**src/rtl/ram_ctrl_pkg.sv**
```systemverilog
// Shared definitions for the RAM burst controller: FSM encoding and default widths.
package ram_ctrl_pkg;

  localparam int DEF_DATAWIDTH = 8;
  localparam int DEF_ADDRWIDTH = 10;
  localparam int DEF_LENWIDTH  = 4;

  typedef enum logic [1:0] {
    ST_IDLE  = 2'd0,
    ST_WRITE = 2'd1,
    ST_READ  = 2'd2,
    ST_DONE  = 2'd3
  } state_t;

endpackage

```
**src/rtl/burst_addr_gen.sv**
```systemverilog
// Burst address/beat counter: loads start address and beats-minus-one, advances one beat per strobe.
module burst_addr_gen
  import ram_ctrl_pkg::*;
#(
  parameter int ADDRWIDTH = DEF_ADDRWIDTH,
  parameter int LENWIDTH  = DEF_LENWIDTH
) (
  input  logic                 clk_i,
  input  logic                 rst_i,
  input  logic                 i_load,
  input  logic [ADDRWIDTH-1:0] i_addr,
  input  logic [LENWIDTH-1:0]  i_len,
  input  logic                 i_adv,
  output logic [ADDRWIDTH-1:0] o_addr,
  output logic                 o_last
);

  logic [ADDRWIDTH-1:0] r_addr;
  logic [LENWIDTH-1:0]  r_cnt;

  // Address rolls over naturally at 2^ADDRWIDTH; a wrap mid-burst is legal.
  always_ff @(posedge clk_i) begin
    if (rst_i) begin
      r_addr <= '0;
      r_cnt  <= '0;
    end else if (i_load) begin
      r_addr <= i_addr;
      r_cnt  <= i_len;
    end else if (i_adv) begin
      r_addr <= r_addr + ADDRWIDTH'(1);
      r_cnt  <= r_cnt - LENWIDTH'(1);
    end
  end

  assign o_addr = r_addr;
  assign o_last = (r_cnt == '0);

endmodule

```
**src/rtl/ram_burst_ctrl.sv**
```systemverilog
// Burst initiator for a combinational-read RAM: valid/ready request, write and read-beat channels.
// state  | meaning
// IDLE   | waiting for a request, no RAM access
// WRITE  | one RAM write per accepted write beat
// READ   | reading words into the one-entry output stage
// DONE   | one-cycle completion pulse
module ram_burst_ctrl
  import ram_ctrl_pkg::*;
#(
  parameter int DATAWIDTH = DEF_DATAWIDTH,
  parameter int ADDRWIDTH = DEF_ADDRWIDTH,
  parameter int LENWIDTH  = DEF_LENWIDTH
) (
  input  logic                 clk_i,
  input  logic                 rst_i,
  input  logic                 req_valid_i,
  output logic                 req_ready_o,
  input  logic                 req_write_i,
  input  logic [ADDRWIDTH-1:0] req_addr_i,
  input  logic [LENWIDTH-1:0]  req_len_i,
  input  logic                 wr_valid_i,
  output logic                 wr_ready_o,
  input  logic [DATAWIDTH-1:0] wr_data_i,
  output logic                 rd_valid_o,
  input  logic                 rd_ready_i,
  output logic [DATAWIDTH-1:0] rd_data_o,
  output logic                 rd_last_o,
  output logic                 busy_o,
  output logic                 done_o,
  output logic [ADDRWIDTH-1:0] ram_addr_o,
  output logic [DATAWIDTH-1:0] ram_wdata_o,
  input  logic [DATAWIDTH-1:0] ram_rdata_i,
  output logic                 ram_wen_o
);

  state_t                r_state;
  state_t                w_state_nxt;
  logic                  w_load;
  logic                  w_adv;
  logic                  w_rd_capture;
  logic [ADDRWIDTH-1:0]  w_addr_q;
  logic                  w_last;
  logic                  r_rd_issued;
  logic                  r_rd_valid;
  logic                  r_rd_last;
  logic [DATAWIDTH-1:0]  r_rd_data;

  burst_addr_gen #(
    .ADDRWIDTH (ADDRWIDTH),
    .LENWIDTH  (LENWIDTH)
  ) u_addr_gen (
    .clk_i  (clk_i),
    .rst_i  (rst_i),
    .i_load (w_load),
    .i_addr (req_addr_i),
    .i_len  (req_len_i),
    .i_adv  (w_adv),
    .o_addr (w_addr_q),
    .o_last (w_last)
  );

  always_ff @(posedge clk_i) begin
    if (rst_i) r_state <= ST_IDLE;
    else       r_state <= w_state_nxt;
  end

  always_comb begin
    w_state_nxt  = r_state;
    w_load       = 1'b0;
    w_adv        = 1'b0;
    w_rd_capture = 1'b0;
    case (r_state)
      ST_IDLE: begin
        if (req_valid_i) begin
          w_load      = 1'b1;
          w_state_nxt = req_write_i ? ST_WRITE : ST_READ;
        end
      end
      ST_WRITE: begin
        if (wr_valid_i) begin
          w_adv = 1'b1;
          if (w_last) w_state_nxt = ST_DONE;
        end
      end
      ST_READ: begin
        // Output stage refills in the same cycle it drains, giving one beat per cycle.
        w_rd_capture = !r_rd_issued && (!r_rd_valid || rd_ready_i);
        w_adv        = w_rd_capture;
        if (r_rd_valid && rd_ready_i && r_rd_last) w_state_nxt = ST_DONE;
      end
      ST_DONE: w_state_nxt = ST_IDLE;
      default: w_state_nxt = ST_IDLE;
    endcase
  end

  // Beat counter wraps after the last capture, so remember that the burst is fully issued.
  always_ff @(posedge clk_i) begin
    if (rst_i)                      r_rd_issued <= 1'b0;
    else if (w_load)                r_rd_issued <= 1'b0;
    else if (w_rd_capture && w_last) r_rd_issued <= 1'b1;
  end

  always_ff @(posedge clk_i) begin
    if (rst_i) begin
      r_rd_valid <= 1'b0;
      r_rd_last  <= 1'b0;
      r_rd_data  <= '0;
    end else if (w_rd_capture) begin
      r_rd_valid <= 1'b1;
      r_rd_last  <= w_last;
      r_rd_data  <= ram_rdata_i;
    end else if (r_rd_valid && rd_ready_i) begin
      r_rd_valid <= 1'b0;
      r_rd_last  <= 1'b0;
    end
  end

  assign req_ready_o = (r_state == ST_IDLE);
  assign wr_ready_o  = (r_state == ST_WRITE);
  assign busy_o      = (r_state != ST_IDLE);
  assign done_o      = (r_state == ST_DONE);
  assign rd_valid_o  = r_rd_valid;
  assign rd_last_o   = r_rd_last;
  assign rd_data_o   = r_rd_data;
  assign ram_addr_o  = ((r_state == ST_WRITE) || (r_state == ST_READ)) ? w_addr_q : '0;
  assign ram_wdata_o = wr_data_i;
  // Gated by rst_i directly so an abort cannot write the beat presented in the reset cycle.
  assign ram_wen_o   = !rst_i && (r_state == ST_WRITE) && wr_valid_i;

endmodule

```
**config.mk**
```make
export PLATFORM = sky130hd
export DESIGN_NAME = ram_burst_ctrl
export DESIGN_NICKNAME = d
export VERILOG_FILES = /design/src/rtl/ram_ctrl_pkg.sv /design/src/rtl/burst_addr_gen.sv /design/src/rtl/ram_burst_ctrl.sv
export SDC_FILE = /design/constraint.sdc
export NUM_CORES = 1
export LEC_CHECK = 0
export CORE_AREA = 2 2 75 63
export DETAILED_ROUTE_END_ITERATION = 16
export DIE_AREA = 0 0 77 65
export PLACE_DENSITY = 0.75
export SLEW_MARGIN = 20
export SYNTH_ARGS = -nofsm -noshare
export SYNTH_HDL_FRONTEND = slang
export SYNTH_HIERARCHICAL = 1
export SYNTH_SLANG_ARGS = --single-unit
export TNS_END_PERCENT = 5
```
**constraint.sdc**
```tcl
create_clock -name clk_i -period 2 [get_ports clk_i]
set_input_delay 0.6 -clock clk_i [delete_from_list [all_inputs] [get_ports clk_i]]
set_output_delay 0.6 -clock clk_i [all_outputs]
set_load 0.05 [all_outputs]
```
### Word level (Yosys, flattened, before mapping)

Index checks and enable logic that the tools add are counted.

* reduce and logical (&&, ||, !) cells: 18
* equal/unequal tests: 7
* muxes and demuxes: 19
* add/subtract/negate cells: 2

Operators by type and width (number)
* 10-bit two-way mux: 3
* 10-bit by 1-bit adder with 10-bit output (second input constant): 1
* 2-bit two-way mux: 5
* 4-bit two-way mux: 2
* 2-bit one-hot mux with 4 select lines: 1
* 1-bit two-way mux: 7
* 1-bit logical AND: 6
* 2-bit inequality test (second input constant): 3
* 2-bit nonzero test: 3
* 2-bit equality test (second input constant): 2
* 4-bit zero test: 1
* 4-bit AND reduction: 1
* 4-bit by 1-bit subtractor with 4-bit output (second input constant): 1
* 1-bit zero test: 3
* 2-bit by 1-bit equality test with 1-bit output (second input constant): 1
* 2-bit zero test: 1
* 1-bit logical OR: 2
* 2-bit by 1-bit inequality test with 1-bit output (second input constant): 1
* 1-bit one-hot mux with 2 select lines: 1
* 2-bit OR reduction: 1

* word-level logic and storage cells: 53
* input bits: 36
* output and inout bits: 33
* register bits after elaboration: 27

### Logic depth before layout (Yosys ltp)

* depth after elaboration: 6
* gate-level depth with buffers: 10
* mapped depth without buffers: 9

### Modules after synthesis

Netlist, hierarchy kept.

Modules (own cells, without submodules)
* burst_addr_gen: area an instance 802.0 um^2, cells an instance 92, times used 1, sequential area each 280.3 um^2
* ram_burst_ctrl: area an instance 765.7 um^2, cells an instance 97, times used 1, sequential area each 260.2 um^2

### Worst setup path before layout

No wires, ideal clock.

* kind: register to register
* start: register r_state[0]
* end: register u_addr_gen.r_addr[5] (netlist: u_addr_gen/o_addr[5])
* path slack: -0.357 ns
* required time: 1.914 ns
* arrival time: 2.271 ns
* cell stages (with the launch flop): 8
* setup time: 0.086 ns
* clock period less this slack: 2.357 ns
* buffers on the path: 1
* cells stage by stage: dfxtp_1 > inv_1 > ha_1 > inv_1 > nor2_1 > buf_2 > nor2_1 > a221oi_2

* cells in the longest elaborated chain, start to end: 3
* elaborated cells between the ends (all ways): 7
* classes of those cells: eq/ne (2); mux (3); reduce/logical (2)

RTL lines
* start: declaration: RTL line ram_burst_ctrl.sv:36 `state_t r_state;`
* start signal: assignment: RTL line ram_burst_ctrl.sv:64 `else r_state <= w_state_nxt;`
* 2-bit zero test *
* named net req_ready_o: RTL line ram_burst_ctrl.sv:17 `output logic req_ready_o,`
* 1-bit two-way mux *: RTL line ram_burst_ctrl.sv:72 `case (r_state)`
* named net w_load: RTL line ram_burst_ctrl.sv:38 `logic w_load;`
* 10-bit two-way mux or 2-bit nonzero test (tied branches)
* end signal: assignment: RTL line burst_addr_gen.sv:27 `r_addr <= i_addr;`
* end signal: assignment: RTL line burst_addr_gen.sv:30 `r_addr <= r_addr + ADDRWIDTH'(1);`
* end: declaration: RTL line burst_addr_gen.sv:18 `logic [ADDRWIDTH-1:0] r_addr;`

Mark *: on every way through the listed nets, which the timed path passes. The rest lies on a longest branch.
A chain may end at the register's enable or synchronous reset.

### Worst setup path in the final report

* start: register r_state[1]
* end: output ram_addr_o[7]

* cells in the longest elaborated chain, start to end: 3
* elaborated cells between the ends (all ways): 4
* classes of those cells: eq/ne (2); mux (1); reduce/logical (1)

RTL lines
* 2-bit by 1-bit equality test with 1-bit output or 2-bit equality test (tied branches): RTL line ram_burst_ctrl.sv:125 `assign ram_addr_o = ((r_state == ST_WRITE) || (r_state == ST_READ)) ? w_addr_q : '0;`
* 1-bit logical OR *: RTL line ram_burst_ctrl.sv:125
* 10-bit two-way mux *: RTL line ram_burst_ctrl.sv:125
* end: declaration: RTL line ram_burst_ctrl.sv:30 `output logic [ADDRWIDTH-1:0] ram_addr_o,`

Mark *: on every way between the ends. The rest lies on a longest branch, timed or not.

==> flow_metrics.py <==
metrics = {
    "synthesis": {
        "yosys.area.top_type": "dfxtp_1",
        "syn-num-nets": 232,
        "synth.yosys.seq_area_share_pct": 34.5,
        "yosysTopAreaCellShare_pct": 34.5,
        "ys_async_rst_share_pct": 0,
        "number_of_flops_mapped_to_enable_cells_by_yosys": 0,
        "yosys.cell_count.top_type": "dfxtp_1",
        "ys_seq_elements": 27,
        "synth.cell_area_um2": 1570,
        "syn-mean-instance-area_um2": 8.29,
        "yosysWarnings": 6,
        "netlist_instances": 189,
        "yosys_most_used_dff": "dfxtp_1",
        "synth.area.top_cells": "dfxtp_1, a21oi_1, ha_1",
        "synth.cells.most_frequent": "dfxtp_1, nor2_1, a21oi_1",
        "library_cells_used_by_synthesis": 37,
    },
    "timing": {
        "fin_crit_sh_pct": 99.7,
        "slew_violations": 0,
        "max-slew-margin-rel_pct": 57.7,
        "final.min_clock_period_ns": 1.99,
        "fmaxAchievable_ghz": 0.502,
        "worstMarginPinSlew_ns": 0.633,
        "finClkSkew_ns": 0.00319,
        "setup_failing_eps_final": 0,
        "grt_setup_unrepaired": "yes",
        "final-hold-violation-count": 0,
    },
    "worst_setup_path": {
        "worst_path_max_delay_cell": "dfxtp_4",
        "worst-setup-path-type": "flop to output port",
        "cp.depth": 5,
        "reg2reg_depth": 10,
        "crit_family": "flip-flops",
        "cp_cell_sequence": "inv_4, ha_4, buf_6, and2_4, buf_12",
        "cpPeakStageDelay_ns": 0.37,
        "required_ns": 1.40,
        "crit_path_max_fanout": 8,
        "worst-path-buf-inv": 3,
        "crit_start": "r_state[1]",
        "critical_path.reg2reg.startpoint": "r_state[1]",
        "cp-start-kind": "flop",
        "crit_path_arrival_time_ns": 1.39,
        "crit_path_end_kind": "output port",
    },
    "drt": {
        "routed_wl_um": 3860,
        "drt-initial-drc-count": 112,
        "post-route-drc-count": 0,
        "drtPass1Iterations": 4,
        "antenna_nets_post_route": 0,
        "post_dr_wirelength_cell_um": 12.7,
        "average_vias_per_placed_instance": 4.94,
        "route.vias.total": 1497,
    },
    "power": {
        "pwr_density_cell_nw_per_um2": 1300,
        "max-vdd-ir-drop_mv": 0.644,
        "design_power_total_mw": 3.13,
        "p_leak_nw": 0.950,
    },
    "grt": {
        "grtUsageMet3_pct": 3.62,
        "antenna_found_initial": 0,
        "vias_in_the_first_global_route": 1377,
        "globalRouteMet2Util_pct": 26.9,
        "grt-busiest-layer": "met2",
        "grt.total_usage_pct": 15.4,
        "maximum_number_of_pins_on_one_net_before_global_route_repair": 31,
        "groute.layer.met1.usage_pct": 19.2,
        "globalRoute.totalOverflow": 0,
        "grt_first_pass_wirelength_um": 6230,
    },
    "clocking": {
        "latest_clock_arrival_within_the_worst_skew_pair_ns": 0.27,
        "clock_sinks": 27,
        "cts_tree": "built",
        "cts_made_buffers": 3,
        "hold_buffers": 0,
        "path_clk_slew_ns": 0.09,
        "cts-root-buf": "clkbuf_8",
        "clock_path_buffers": 2,
        "cts_max_level": 1,
    },
    "run": {
        "max_cap_violations": 0,
    },
    "run_status": {
        "run_status": "completed",
    },
    "placed_design": {
        "placement.cell_area_um2": 2300,
        "detailed_place_hpwl_um": 2850,
        "io_buffer_count": 52,
        "placer_congestion": 0.797,
    },
    "hold_path": {
        "worst_hold_path_type": "flop to flop",
        "worst_hold_startpoint": "rd_data_o[4]",
        "timing.hold.worst_path_depth": 2,
    },
    "floorplan": {
        "die_w_um": 77,
        "fp.dieH_um": 65,
        "initial_core_utilization_pct": 36.0,
        "placementRows": 22,
        "design.die.area_um2": 5010,
        "core_area_um2": 4350,
        "pin_count": 69,
    },
    "final_layout": {
        "area.growth.synth_to_final_pct": 53.2,
        "num_antenna_cells": 0,
        "num-nets-final": 287,
        "postLayoutCellArea_um2": 2400,
        "final_layout_size_suffix_gt1_share_pct": 26.3,
    },
}
-- per-stage QoR --
step                      util (%)  setup slack [ns]  instances  hold WS (ns)  TNS, ns
after floorplan                  -           -0.0534        189         0.481  -0.0534
after global placement        53.0            -0.385        297         0.463    -4.44
after detailed placement      53.0            -0.447        297         0.467    -4.90
after CTS                     54.9          -0.00940        303         0.480  -0.0113
after global routing          55.2           -0.0558        303         0.535   -0.178
final                         55.2           0.00608        303         0.482        0
-- placed cells by master (no fill, tap or decap), drive strengths merged, types with 7 or more instances in the layout --
cell type	count
nand3	12
nor2	20
mux2i	8
nand2	7
buf	42
o21ai	10
dfxtp	27
ha	7
a21oi	18
inv	7
and2	11
clkdlybuf4s50	26
xnor2	8
-- tightest hold or removal path: cells and delay by family, from the launching register on --
kind	cells	cell delay (ns)
flip-flops	1	0.31
AO/OA/AOI/OAI	2	0.12
-- metal layers --
| layer | up-vias | part of all wire (%) |
|---|---|---|
| li1 | 746 | - |
| met3 | 4 | 5.6 |
| met4 | 0 | 0.93 |
| met5 | - | 0 |
| met1 | 697 | 45 |
| met2 | 50 | 48 |
-- report_power, final --
group / switching (mW) / leakage, nW / internal [mW]
registers: 0.125 / 0.222 / 0.672
clock network: 0.165 / 0.0228 / 0.143
logic: 1.08 / 0.705 / 0.944
-- final timing paths --
path                                to  slack [ns]
setup reg to reg  u_addr_gen/o_addr[3]        0.22
setup / recovery         ram_addr_o[7]       0.006
hold / removal            rd_data_o[4]        0.48
hold reg to reg           rd_data_o[4]        0.48
-- kinds of logic after synthesis --
group           after synthesis  synth area share [%]
fa+ha+maj                     7                  5.59
mux                           9                  5.83
xor+xnor                     11                  6.15
buf+inv                      27                  9.26
simple gates                 70                  24.5
flops                        27                  34.5
compound gates               38                  14.2
-- final cells by class --
cell class              count  area [um2]
inverters                   8        36.3
flip-flops and latches     27         546
clock buffers               4        45.0
fillers                   418        1950
well taps                  60        75.1
multi-input cells         135         920
repair buffers             69         779
-- registers in the layout (all words and copies together) (netlist names) --
name	flops
u_addr_gen/o_addr	10
rd_data_o	8
u_addr_gen/r_cnt	4
r_state	2
r_rd_issued	1
rd_last_o	1
rd_valid_o	1
-- what timing repair did --
action | CTS | global route
setup endpoints to repair | 22 | 10
setup buffers | 2 | 0
resized for setup | 15 | 5
pin swaps | 2 | 1
gates cloned | 0 | 0
No activity file was read; power rests on OpenSTA's default activity.
